$ cat config.mk
export PLATFORM = sky130hd
export DESIGN_NAME = bus_master_copy
export DESIGN_NICKNAME = d
export VERILOG_FILES = /design/src/rtl/bus_pkg.sv /design/src/rtl/bus_copy_ctr.sv /design/src/rtl/bus_master_copy.sv
export SDC_FILE = /design/constraint.sdc
export NUM_CORES = 1
export LEC_CHECK = 0
export BUFFER_PORTS_ARGS = -buffer_cell sky130_fd_sc_hd__buf_4
export CAP_MARGIN = 20
export CORE_MARGIN = 2
export CORE_UTILIZATION = 30
export DETAILED_ROUTE_END_ITERATION = 8
export MAX_ROUTING_LAYER = met4
export PLACE_DENSITY = 0.51
export SYNTH_ARGS = -nofsm -noshare
export SYNTH_HDL_FRONTEND = slang
export SYNTH_SLANG_ARGS = --single-unit
$ cat constraint.sdc
create_clock -name clk -period 3.45 [get_ports clk]
set_input_delay 0.345 -clock clk [delete_from_list [all_inputs] [get_ports clk]]
set_output_delay 0.345 -clock clk [all_outputs]
set_load 0.05 [all_outputs]
$ cat src/rtl/bus_pkg.sv
// bus_pkg: shared definitions for the 8-bit-address / 32-bit-data system bus
// copy master: FSM state encoding, decoded address map and width defaults.
package bus_pkg;

  localparam int unsigned DEF_DATA_W = 32;
  localparam int unsigned DEF_LEN_W  = 6;

  // Decoded address map: slave 0 at 0x00-0x1F, slave 1 at 0x20-0x3E.
  localparam logic [7:0] S0_BASE   = 8'h00;
  localparam logic [7:0] S1_BASE   = 8'h20;
  localparam logic [7:0] MAP_LIMIT = 8'h3F;

  typedef enum logic [2:0] {
    ST_IDLE,
    ST_REQ,
    ST_READ,
    ST_CAPT,
    ST_WRITE,
    ST_DONE
  } state_t;

  // True when the address falls inside the decoded map (0x00-0x3E).
  function automatic logic addr_mapped(input logic [7:0] addr);
    return addr < MAP_LIMIT;
  endfunction

endpackage

$ cat src/rtl/bus_copy_ctr.sv
// bus_copy_ctr: source/destination/index registers and address adders for
// the block copy master.
//   clk, reset_n   : clock, asynchronous active-low reset
//   load           : capture src_in/dst_in/len_in and clear the index
//   inc            : advance the element index by one
//   rd_addr        : src + idx (8-bit modulo)
//   wr_addr        : dst + idx (8-bit modulo)
//   rd_next        : src + idx + 1 (only with BUS_MASTER_ERRCHK_EN)
//   last           : idx + 1 equals the latched length
module bus_copy_ctr
  import bus_pkg::*;
#(
  parameter int unsigned LEN_W = DEF_LEN_W
) (
  input  logic             clk,
  input  logic             reset_n,
  input  logic             load,
  input  logic             inc,
  input  logic [7:0]       src_in,
  input  logic [7:0]       dst_in,
  input  logic [LEN_W-1:0] len_in,
  output logic [7:0]       rd_addr,
  output logic [7:0]       wr_addr,
`ifdef BUS_MASTER_ERRCHK_EN
  output logic [7:0]       rd_next,
`endif
  output logic             last
);

  logic [7:0]       src;
  logic [7:0]       dst;
  logic [LEN_W-1:0] len;
  logic [LEN_W-1:0] idx;
  logic [LEN_W-1:0] idx_inc;

  always_ff @(posedge clk or negedge reset_n) begin
    if (!reset_n) begin
      src <= '0;
      dst <= '0;
      len <= '0;
      idx <= '0;
    end else if (load) begin
      src <= src_in;
      dst <= dst_in;
      len <= len_in;
      idx <= '0;
    end else if (inc) begin
      idx <= idx_inc;
    end
  end

  always_comb begin
    idx_inc = idx + LEN_W'(1);
    rd_addr = src + 8'(idx);
    wr_addr = dst + 8'(idx);
    last    = (idx_inc == len);
  end

`ifdef BUS_MASTER_ERRCHK_EN
  assign rd_next = src + 8'(idx_inc);
`endif

endmodule

$ cat src/rtl/bus_master_copy.sv
// bus_master_copy: bus initiator that copies `length` words from src_addr..
// to dst_addr.. (read, capture, write per element) through the arbiter.
//   clk, reset_n        : clock, asynchronous active-low reset
//   start               : command pulse, accepted only when idle
//   src_addr, dst_addr  : first source/destination addresses
//   length              : number of words (0 completes without bus traffic)
//   busy, done, err     : status (done is a one-cycle pulse, err is sticky)
//   m_req, m_grant      : arbiter handshake
//   m_wr, m_addr, m_dout: bus command, decoded from state and registers
//   m_din               : read data, valid the cycle after the read address
// Optional feature: define BUS_MASTER_ERRCHK_EN to reject addresses outside
// the decoded map (>= 0x3F); otherwise err is constant 0.
module bus_master_copy
  import bus_pkg::*;
#(
  parameter int unsigned DATA_W = DEF_DATA_W,
  parameter int unsigned LEN_W  = DEF_LEN_W
) (
  input  logic              clk,
  input  logic              reset_n,
  input  logic              start,
  input  logic [7:0]        src_addr,
  input  logic [7:0]        dst_addr,
  input  logic [LEN_W-1:0]  length,
  output logic              busy,
  output logic              done,
  output logic              err,
  output logic              m_req,
  input  logic              m_grant,
  output logic              m_wr,
  output logic [7:0]        m_addr,
  output logic [DATA_W-1:0] m_dout,
  input  logic [DATA_W-1:0] m_din
);

  state_t            state;
  state_t            next;
  logic              load;
  logic              inc;
  logic              last;
  logic [7:0]        rd_addr;
  logic [7:0]        wr_addr;
  logic [DATA_W-1:0] data_q;
  logic              busy_d;
  logic              done_d;
  logic              m_req_d;
`ifdef BUS_MASTER_ERRCHK_EN
  logic [7:0]        rd_next;
  logic              addr_fault;
`endif

  bus_copy_ctr #(
    .LEN_W (LEN_W)
  ) u_ctr (
    .clk     (clk),
    .reset_n (reset_n),
    .load    (load),
    .inc     (inc),
    .src_in  (src_addr),
    .dst_in  (dst_addr),
    .len_in  (length),
    .rd_addr (rd_addr),
    .wr_addr (wr_addr),
`ifdef BUS_MASTER_ERRCHK_EN
    .rd_next (rd_next),
`endif
    .last    (last)
  );

  // State register
  always_ff @(posedge clk or negedge reset_n) begin
    if (!reset_n) state <= ST_IDLE;
    else          state <= next;
  end

  // Next-state logic. A missing grant in READ/CAPT/WRITE voids the cycle and
  // sends the element back to REQ without advancing the index. With the error
  // check enabled, the address of the upcoming READ/WRITE is vetted on the
  // transition into that state so an unmapped cycle never reaches the bus.
  always_comb begin
    next = state;
    load = 1'b0;
    inc  = 1'b0;
`ifdef BUS_MASTER_ERRCHK_EN
    addr_fault = 1'b0;
`endif
    unique case (state)
      ST_IDLE: begin
        if (start) begin
          load = 1'b1;
          next = (length == '0) ? ST_DONE : ST_REQ;
        end
      end
      ST_REQ: begin
        if (m_grant) begin
          next = ST_READ;
`ifdef BUS_MASTER_ERRCHK_EN
          if (!addr_mapped(rd_addr)) begin
            addr_fault = 1'b1;
            next       = ST_DONE;
          end
`endif
        end
      end
      ST_READ: begin
        next = m_grant ? ST_CAPT : ST_REQ;
      end
      ST_CAPT: begin
        if (!m_grant) begin
          next = ST_REQ;
        end else begin
          next = ST_WRITE;
`ifdef BUS_MASTER_ERRCHK_EN
          if (!addr_mapped(wr_addr)) begin
            addr_fault = 1'b1;
            next       = ST_DONE;
          end
`endif
        end
      end
      ST_WRITE: begin
        if (!m_grant) begin
          next = ST_REQ;
        end else begin
          inc = 1'b1;
          if (last) begin
            next = ST_DONE;
          end else begin
            next = ST_READ;
`ifdef BUS_MASTER_ERRCHK_EN
            if (!addr_mapped(rd_next)) begin
              addr_fault = 1'b1;
              next       = ST_DONE;
            end
`endif
          end
        end
      end
      ST_DONE: begin
        next = ST_IDLE;
      end
      default: begin
        next = ST_IDLE;
      end
    endcase
  end

  // Output logic: registered status is computed from the next state so it
  // lines up with the state it describes; bus command is decoded directly.
  always_comb begin
    busy_d  = (next != ST_IDLE);
    done_d  = (next == ST_DONE);
    m_req_d = (next == ST_REQ) || (next == ST_READ) ||
              (next == ST_CAPT) || (next == ST_WRITE);
    m_addr  = '0;
    m_wr    = 1'b0;
    m_dout  = '0;
    unique case (state)
      ST_READ: begin
        m_addr = rd_addr;
      end
      ST_WRITE: begin
        m_addr = wr_addr;
        m_wr   = 1'b1;
        m_dout = data_q;
      end
      default: begin
        m_addr = '0;
      end
    endcase
  end

  always_ff @(posedge clk or negedge reset_n) begin
    if (!reset_n) begin
      busy   <= 1'b0;
      done   <= 1'b0;
      m_req  <= 1'b0;
      data_q <= '0;
    end else begin
      busy  <= busy_d;
      done  <= done_d;
      m_req <= m_req_d;
      if (state == ST_CAPT && m_grant) data_q <= m_din;
    end
  end

`ifdef BUS_MASTER_ERRCHK_EN
  always_ff @(posedge clk or negedge reset_n) begin
    if (!reset_n)        err <= 1'b0;
    else if (load)       err <= 1'b0;
    else if (addr_fault) err <= 1'b1;
  end
`else
  assign err = 1'b0;
`endif

endmodule

==> results of run 1 <==
-- cell type report --
class / instances / area (um^2) / share of cell area
Multi-Input combinational cell: 199 / 1610 / 0.356
Inverter: 7 / 26.3 / 0.00579
Sequential cell: 66 / 1660 / 0.365
Clock buffer: 11 / 141 / 0.0312
Timing Repair Buffer: 112 / 845 / 0.186
Clock inverter: 5 / 77.6 / 0.0171
Tap cell: 140 / 175 / 0.0386
-- cells by family (layout without fill, tap and decap cells) --
group / count (synthesis) / in the layout
flops: 66 / 66
buf+inv: 23 / 135
other cells: 1 / 1
fa+ha+maj: 8 / 8
simple gates: 84 / 84
compound gates: 29 / 29
xor+xnor: 14 / 14
mux: 63 / 63
-- per-stage QoR --
stage / power, mW / hold WS, ns / setup WS, ns / util
2_1_floorplan: 2.24 / 0.0494 / 0.0926 / -
3_3_place_gp: 2.56 / 0.478 / 0.361 / 0.390
3_5_place_dp: 2.58 / 0.484 / 0.287 / 0.390
4_1_cts: 3.32 / 0.147 / 0.0415 / 0.412
5_1_grt: 3.54 / 0.175 / 0.00222 / 0.416
6_report: 3.31 / 0.104 / 0.168 / 0.416
-- power by group through the flow --
stage | Combinational, mW | Clock, mW | Sequential (mW)
3_3_place_gp | 1.24 | 0 | 1.32
2_1_floorplan | 0.959 | 0 | 1.28
5_1_grt | 1.41 | 0.775 | 1.35
4_1_cts | 1.27 | 0.743 | 1.31
6_report | 1.29 | 0.717 | 1.30
3_5_place_dp | 1.26 | 0 | 1.32
-- state kept, by name, summed over array words and instances, names as in the netlist --
signal,count
busy,1
data_q,32
done,1
m_req,1
state,3
u_ctr.dst,8
u_ctr.idx,6
u_ctr.len,6
u_ctr.src,8
-- routing by layer --
| layer | vias to the layer above | GRT usage | part of all wire |
|---|---|---|---|
| met3 | 11 | 0.0356 | 0.058 |
| met2 | 72 | 0.185 | 0.45 |
| met5 | - | - | 0 |
| met1 | 1175 | 0.178 | 0.47 |
| li1 | 1204 | - | - |
| met4 | 0 | 0.0488 | 0.015 |
-- worst min path at each step --
stage	startpoint	end	slack [ns]	depth (start not counted)
floorplan	reset_n	busy	0.05	0
global placement	data_q[4]	data_q[4]	0.48	1
detailed placement	data_q[20]	data_q[20]	0.48	1
CTS	reset_n	data_q[25]	0.15	1
global route	reset_n	u_ctr.len[3]	0.17	1
finish	reset_n	u_ctr.len[3]	0.10	1
-- placed cells by master, fill, tap and decap left out, drive strengths merged, types with 2 or more instances in the layout --
cell and instances:
a211oi 2, nor3 5, mux2i 3, dfrtp 66, clkinv 2, bufinv 2, nor2b 2, mux2 60
clkbuf 11, ha 7, nand2 10, o21ai 14, nand3 5, nor4 2, xnor2 9, xor2 5
buf 112, a21oi 4, nand3b 2, and3 2, a21o 3, and2 33, nor2 17, inv 7
nand2b 2
-- worst max-delay path: stages (launching register included) --
cell	delay, ns
dfrtp_2	0.44
nor3b_4	0.31
mux2_2	0.38
ha_1	0.22
inv_1	0.08
fa_1	0.17
nor2b_1	0.07
o21ai_2	0.14
a21oi_1	0.09
or3_1	0.36
a21oi_2	0.17
buf_6	0.18
-- repair_timing --
item | in CTS | in global routing
setup buffers | 2 | 5
pin swaps | 1 | 2
resized for setup | 2 | 5
gates cloned | 0 | 0
endpoints found under the setup margin | 2 | 3
==> out/qor.csv, run 1 <==
stage,metric,value,unit
critical_path,Crit Path Class,register to output port,
synth,dominant cells by area after synthesis,"dfrtp_1 49%, mux2_2 20%, and2_1 6.1%, ha_1 2.6%, o21ai_0 2.1%",
timing,Final Critical Period,3.28,ns
route,vias per inst,4.56,
synth,Mapped Nets,354,
critical_path,crit end category,output port,
synth,asr flop ratio synth,1.00,
timing,final-report hold violation count,0,
placement,# port buffers,101,
timing,setup TNS,0,ns
die,Die Y,110,um
synth,"top cells by count, synth","66 x dfrtp_1, 60 x mux2_2, 33 x and2_1",
synth,Synth Area in XOR/XNOR,0.0410,
critical_path,Setup crit start,state[1],
synth,top-area cell type share of the netlist area,0.492,
critical_path,Reg2Reg Setup Slack,1.13,ns
synth,cell count after synthesis,288,
critical_path,Worst Setup EP,m_addr[6],
route,Routed WL per cell,14.0,um
synth,Avg Inst Size Synth,11.7,um^2
layout,final instance area,4530,um^2
route,routed via count,2462,
clock_network,clk slew on worst S/H paths,0.07,ns
power,sw frac,0.335,
clock_network,"Hold-fix buffers, CTS",0,
synth,synthesized flop and latch total,66,
clock_network,TritonCTS Buffers,9,
synth,biggest area consumer among synthesized cells,dfrtp_1,
synth,"EDFF count, synth",0,
route,Detail Route Antenna Nets,0,
die,IO Pins,103,
die,initial core utilization,0.309,
timing,Worst Tran Pin Value,0.856,ns
placement,GPL Wtd Cong,0.786,
layout,layout cell share with drive strength beyond 1,0.495,
clock_network,CTS max path bufs,2,
global_route,largest net degree at the start of global routing,67,
power,Int Pwr,2.20,mW
timing,Clock Skew,0.00768,ns
synth,"count leader, synth",dfrtp_1,
synth,Adder-Cell Fraction of Synth Area,0.0320,
clock_network,H-tree depth,3,
power,switching pwr,1.11,mW
timing,"Slew Viols, Final",0,
global_route,vias in the first global route,2389,
die,Die X,110,um
outcome,outcome,completed,
timing,final period utilization,0.951,
die,Die ar.,12100,um^2
placement,placed insts,517,
synth,mux share of post-synthesis cell area,0.210,
critical_path,arrival time worst endpoint,2.94,ns
clock_network,root buf cell,clkbuf_8,
route,DRC,0,
layout,# nets final,461,
clock_network,clock sink count,66,
timing,RSZ-0062 raised after global routing,no,
synth,Mapped Area,3360,um^2
global_route,GR Util All Layers,0.131,
global_route,antenna violations before repair,0,
critical_path,worst r2r src,state[1],
layout,fin cells,540,
critical_path,CP required,3.11,ns
critical_path,"Max FO, Critical Path",4,
die,# rows,38,
critical_path,crit start category,register,
clock_network,Clock Latency Late Sink,0.34,ns
synth,Yosys warning total,0,
placement,dpl hpwl,5.28,mm
clock_network,CTS tree,done,
power,Sequential Power Share,0.392,
synth,main combinational cell family by area after synthesis,multiplexers,
hold_path,class of the worst hold path,input port to asynchronous set/reset pin,
power,power share of the clock group,0.217,
synth,compound-cell area share of the yosys netlist,0.0525,
critical_path,R2R depth,7,
layout,Antenna diodes,0,
synth,Synth cell types,40,
power,Logic pwr share,0.391,
power,VDD IR-drop max,0.000330,V
die,core area,10900,um^2
critical_path,r2r endpoint,m_req,
timing,Max transition margin,0.430,
timing,setup violators final,0,
timing,Max Fclk,0.305,GHz
power,power density cells,729,nW/um^2
route,drt first pass iters,4,
route,drt initial violations,76,
placement,Placed Area,4250,um^2
layout,Layout area overhead,35.0,%
job,number of max-cap violations,0,
power,Leakage Power,2.12,nW
layout,fillers,1069,
synth,Most used DFF post-synth,dfrtp_1,
global_route,global-route wire length before repair,11.6,mm
route,drt total wl,7.54,mm
synth,"Seq/Total Area, Yosys",0.492,
global_route,GRT overflow,0,
synth,Simple-Gate Fraction of Synth Area,0.138,
(Power assumes the default switching activity.)
==> run 2: changes to the inputs <==
--- a/config.mk
+++ b/config.mk
@@ -7,6 +7,7 @@
 export LEC_CHECK = 0
 export BUFFER_PORTS_ARGS = -buffer_cell sky130_fd_sc_hd__buf_4
 export CAP_MARGIN = 20
+export CORE_ASPECT_RATIO = 0.8
 export CORE_MARGIN = 2
 export CORE_UTILIZATION = 30
 export DETAILED_ROUTE_END_ITERATION = 8
==> out/qor.csv, run 2 (same netlist as run 1, synthesis figures left out) <==
stage,metric,value,unit
outcome,outcome,completed,
power,Sequential Power Share,0.381,
power,power share of the clock group,0.257,
die,core area,10900,um^2
global_route,met3 usage,0.0446,
critical_path,crit start category,register,
global_route,GRT overflow,0,
critical_path,Crit Path Class,register to output port,
die,Die Y,98.7,um
timing,"Slew Viols, Final",0,
placement,dpl hpwl,5.35,mm
route,Detail Route Antenna Nets,0,
layout,register area,1660,um^2
critical_path,"Max FO, Critical Path",7,
clock_network,clk slew on worst S/H paths,0.05,ns
timing,Max transition margin,0.437,
critical_path,CP required,3.11,ns
placement,Placed Area,4250,um^2
global_route,GR Layer Usage met1,0.182,
route,routed via count,2450,
die,# rows,34,
timing,Final Critical Period,3.33,ns
critical_path,crit end category,output port,
global_route,largest net degree at the start of global routing,67,
clock_network,clock sink count,66,
layout,final instance area,4560,um^2
global_route,GR Util met2,0.193,
route,drt initial violations,83,
global_route,vias in the first global route,2450,
global_route,GR Util All Layers,0.137,
layout,# nets final,455,
critical_path,arrival time worst endpoint,2.98,ns
power,Logic pwr share,0.362,
global_route,global-route wire length before repair,12.2,mm
power,post-layout total power,3.45,mW
layout,final core area utilization,0.419,
layout,Biggest register,data_q,
placement,# port buffers,101,
layout,Antenna diodes,0,
timing,Max Fclk,0.301,GHz
layout,biggest regs,"data_q x32, u_ctr.dst x8, u_ctr.src x8",
timing,Clock Skew,0.00365,ns
clock_network,CTS tree,done,
die,initial core utilization,0.308,
route,drt total wl,7.55,mm
timing,setup TNS,0,ns
route,DRC,0,
global_route,antenna violations before repair,0,
placement,GPL Wtd Cong,0.809,
die,Die ar.,12100,um^2
layout,max reg flops,32,
layout,fillers,1078,
layout,layout cell share with drive strength beyond 1,0.481,
power,power density cells,758,nW/um^2
power,Leakage Power,2.12,nW
die,Die X,122,um
hold_path,class of the worst hold path,input port to asynchronous set/reset pin,
timing,RSZ-0062 raised after global routing,yes,
route,drt first pass iters,4,
layout,"leading cell type in the layout, fill and taps excluded",buf_4,
timing,final period utilization,0.965,
die,IO Pins,103,
power,switching pwr,1.13,mW
power,VDD IR-drop max,0.000241,V
layout,most frequent cells in the layout,"105 x buf_4, 63 x dfrtp_1, 60 x mux2_2",
global_route,grt peak-use layer,met2,
clock_network,root buf cell,clkbuf_16,
job,number of max-cap violations,0,
layout,area of the multi-input gates,1610,um^2
layout,Layout area overhead,35.7,%
timing,final-report hold violation count,0,
timing,Worst Tran Pin Value,0.845,ns
power,sw frac,0.327,
clock_network,H-tree depth,3,
clock_network,TritonCTS Buffers,9,
route,Routed WL per cell,14.1,um
route,vias per inst,4.56,
timing,setup violators final,0,
clock_network,CTS max path bufs,2,
timing,WHS,0.119,ns
power,Int Pwr,2.32,mW
clock_network,Clock Latency Late Sink,0.32,ns
[run 2: power by group through the flow]
stage          Combinational (mW)  Clock [mW]  Sequential [mW]
6_report                     1.25       0.887             1.32
5_1_grt                      1.37       0.965             1.37
4_1_cts                      1.26       0.923             1.32
3_5_place_dp                 1.26           0             1.33
3_3_place_gp                 1.23           0             1.32
2_1_floorplan               0.959           0             1.28
[run 2: per-stage QoR]
| step | setup slack (ns) | instances |
|---|---|---|
| final | 0.122 | 537 |
| after global placement | 0.457 | 521 |
| after global routing | -0.0118 | 537 |
| after CTS | 0.0112 | 536 |
| after detailed placement | 0.385 | 521 |
| after floorplan | 0.0926 | 288 |
[run 2: worst paths after layout]
| kind | depth (start not counted) | end | slack, ns | startpoint |
|---|---|---|---|---|
| max | 11 | m_addr[6] | 0.12 | state[0] |
| min | 1 | u_ctr.dst[3] | 0.12 | reset_n |
| max reg2reg | 6 | m_req | 1.27 | state[0] |
| min reg2reg | 1 | data_q[7] | 0.49 | data_q[7] |
| max in group asynchronous | 1 | state[0] | 2.76 | reset_n |
| min in group clk | 2 | data_q[24] | 0.25 | m_din[24] |
[run 2: worst max-delay path: stages (launching register included)]
cell	delay, ns
dfrtp_2	0.46
nor3b_4	0.32
mux2_2	0.38
ha_1	0.22
inv_1	0.07
fa_1	0.17
nor2b_1	0.06
o21ai_1	0.17
a21oi_1	0.10
or3_1	0.36
a21oi_2	0.16
buf_6	0.17
[run 2: per-layer routing]
metal	part of all wire	wire length [um]
met1	0.48	3640
met2	0.44	3320
met3	0.061	463
met4	0.016	123
met5	0	0
[run 2: layout make-up]
class / instances / share of cell area
Clock buffer: 12 / 0.0541
Clock inverter: 3 / 0.00878
Inverter: 7 / 0.00576
Multi-Input combinational cell: 199 / 0.353
Sequential cell: 66 / 0.363
Tap cell: 144 / 0.0395
Timing Repair Buffer: 106 / 0.175
[run 2: timing repair]
item / CTS / global route
endpoints found under the setup margin: 0 / 2
hold buffers: 0 / 0
buffers inserted: 0 / 1
resized for setup: 0 / 6
==> run 3: changes to the inputs <==
--- a/config.mk
+++ b/config.mk
@@ -13,6 +13,7 @@
 export DETAILED_ROUTE_END_ITERATION = 8
 export MAX_ROUTING_LAYER = met4
 export PLACE_DENSITY = 0.51
+export RECOVER_POWER = 25
 export SYNTH_ARGS = -nofsm -noshare
 export SYNTH_HDL_FRONTEND = slang
 export SYNTH_SLANG_ARGS = --single-unit
==> out/qor.csv, run 3 (same netlist as run 1, synthesis figures left out) <==
stage,metric,value,unit
timing,Max Fclk,0.301,GHz
route,DRC,0,
timing,"Slew Viols, Final",67,
global_route,GR Layer Usage met1,0.182,
clock_network,clk slew on worst S/H paths,0.05,ns
critical_path,CP bufs+invs,2,
global_route,largest net degree at the start of global routing,67,
outcome,outcome,"complete, but fails checks",
layout,Antenna diodes,0,
timing,Worst Tran Pin Value,1.65,ns
timing,final-report hold violation count,0,
critical_path,Max stage delay on crit path,0.46,ns
critical_path,"Max FO, Critical Path",7,
clock_network,root buf cell,clkbuf_16,
power,VDD IR-drop max,0.000241,V
route,vias per inst,4.56,
global_route,antenna violations before repair,0,
hold_path,worst hold path depth,2,
timing,Max transition margin,-0.0997,
layout,max reg flops,32,
layout,most frequent cells in the layout,"104 x buf_4, 63 x dfrtp_1, 60 x mux2_2",
placement,GPL Wtd Cong,0.809,
die,Die ar.,12100,um^2
critical_path,worst r2r src,state[0],
route,drt total wl,7.55,mm
global_route,vias in the first global route,2450,
layout,biggest regs,"data_q x32, u_ctr.dst x8, u_ctr.src x8",
critical_path,arrival time worst endpoint,2.98,ns
hold_path,class of the worst hold path,input port to register,
route,Detail Route Antenna Nets,0,
die,Die X,122,um
layout,fin cells,537,
global_route,GR Util All Layers,0.137,
clock_network,clock sink count,66,
layout,Biggest register,data_q,
global_route,GRT overflow,0,
timing,final period utilization,0.965,
die,Die Y,98.7,um
die,IO Pins,103,
global_route,grt peak-use layer,met2,
power,power density cells,758,nW/um^2
job,number of max-cap violations,1,
die,# rows,34,
global_route,GR Util met2,0.193,
route,drt first pass iters,4,
timing,setup violators final,0,
hold_path,HP Start,m_din[24],
global_route,global-route wire length before repair,12.2,mm
critical_path,Crit Path Class,register to output port,
critical_path,r2r endpoint,m_req,
hold_path,hold worst-path end,data_q[24],
layout,# nets final,455,
route,drt initial violations,83,
critical_path,CP required,3.11,ns
placement,# port buffers,101,
clock_network,CTS max path bufs,2,
power,Leakage Power,2.12,nW
critical_path,crit start category,register,
placement,dpl hpwl,5.35,mm
route,Routed WL per cell,14.1,um
placement,placed insts,521,
layout,layout cell share with drive strength beyond 1,0.481,
critical_path,crit-path cells,"nor3b_4, mux2_2, ha_1, inv_1, fa_1, nor2b_1, o21ai_1, a21oi_1, or3_1, a21oi_2, buf_6",
timing,RSZ-0062 raised after global routing,yes,
timing,Final Critical Period,3.33,ns
critical_path,Slowest cell on crit path,dfrtp_2,
timing,Clock Skew,0.00363,ns
clock_network,"Hold-fix buffers, CTS",0,
die,core area,10900,um^2
power,post-layout total power,3.45,mW
critical_path,R2R depth,6,
layout,"leading cell type in the layout, fill and taps excluded",buf_4,
clock_network,H-tree depth,3,
route,routed via count,2450,
clock_network,TritonCTS Buffers,9,
global_route,met3 usage,0.0446,
die,initial core utilization,0.308,
clock_network,CTS tree,done,
critical_path,crit end category,output port,
critical_path,kind of cell adding the most delay to the critical path,simple AND/OR/NAND/NOR gates,
layout,Layout area overhead,35.6,%
critical_path,Reg2Reg Setup Slack,1.27,ns
layout,fillers,1079,
outcome,failing checks,"capacitance limit, slew limit",
clock_network,Clock Latency Late Sink,0.32,ns
run 3: per-layer routing:
| metal | wire length (um) | part of all wire |
|---|---|---|
| met1 | 3640 | 0.48 |
| met2 | 3320 | 0.44 |
| met3 | 463 | 0.061 |
| met4 | 123 | 0.016 |
| met5 | 0 | 0 |
run 3: worst max path at each step:
stage / cells past startpoint / endpoint / from
after detailed placement: 11 / m_addr[6] / state[1]
after floorplan: 9 / m_addr[3] / state[1]
after global placement: 11 / m_addr[6] / state[1]
final: 11 / m_addr[6] / state[0]
after global routing: 11 / m_addr[6] / state[0]
after CTS: 11 / m_addr[6] / state[1]
run 3: cell type report:
cell class,instances,area (um^2),share of cell area
Multi-Input combinational cell,199,1610,0.353
Tap cell,144,180,0.0395
Sequential cell,66,1660,0.363
Inverter,7,26.3,0.00577
Clock buffer,12,246,0.0541
Clock inverter,3,40.0,0.00879
Timing Repair Buffer,106,797,0.175
run 3: repair_timing:
action | 4_1_cts | 5_1_grt
endpoints found under the setup margin | 0 | 2
hold endpoints to repair | 0 | 0
buffers inserted | 0 | 1
resized for setup | 0 | 6
run 3: metrics by stage:
| stage | worst slack (ns) | utilization | TNS [ns] | cell area, um^2 | hold WS [ns] |
|---|---|---|---|---|---|
| floorplan | 0.0926 | - | 0 | 3360 | 0.0494 |
| global placement | 0.457 | 0.390 | 0 | 4250 | 0.478 |
| detailed placement | 0.385 | 0.390 | 0 | 4250 | 0.484 |
| CTS | 0.0112 | 0.417 | 0 | 4540 | 0.168 |
| global route | -0.0118 | 0.418 | -0.0118 | 4560 | 0.230 |
| finish | 0.122 | 0.418 | 0 | 4560 | 0.249 |
run 3: power breakdown:
| group | leakage [nW] | total [mW] | internal [mW] | switching [mW] |
|---|---|---|---|---|
| Sequential | 0.798 | 1.32 | 1.13 | 0.190 |
| Clock | 0.142 | 0.887 | 0.572 | 0.315 |
| Combinational | 1.18 | 1.25 | 0.624 | 0.626 |
| Total | 2.12 | 3.45 | 2.32 | 1.13 |
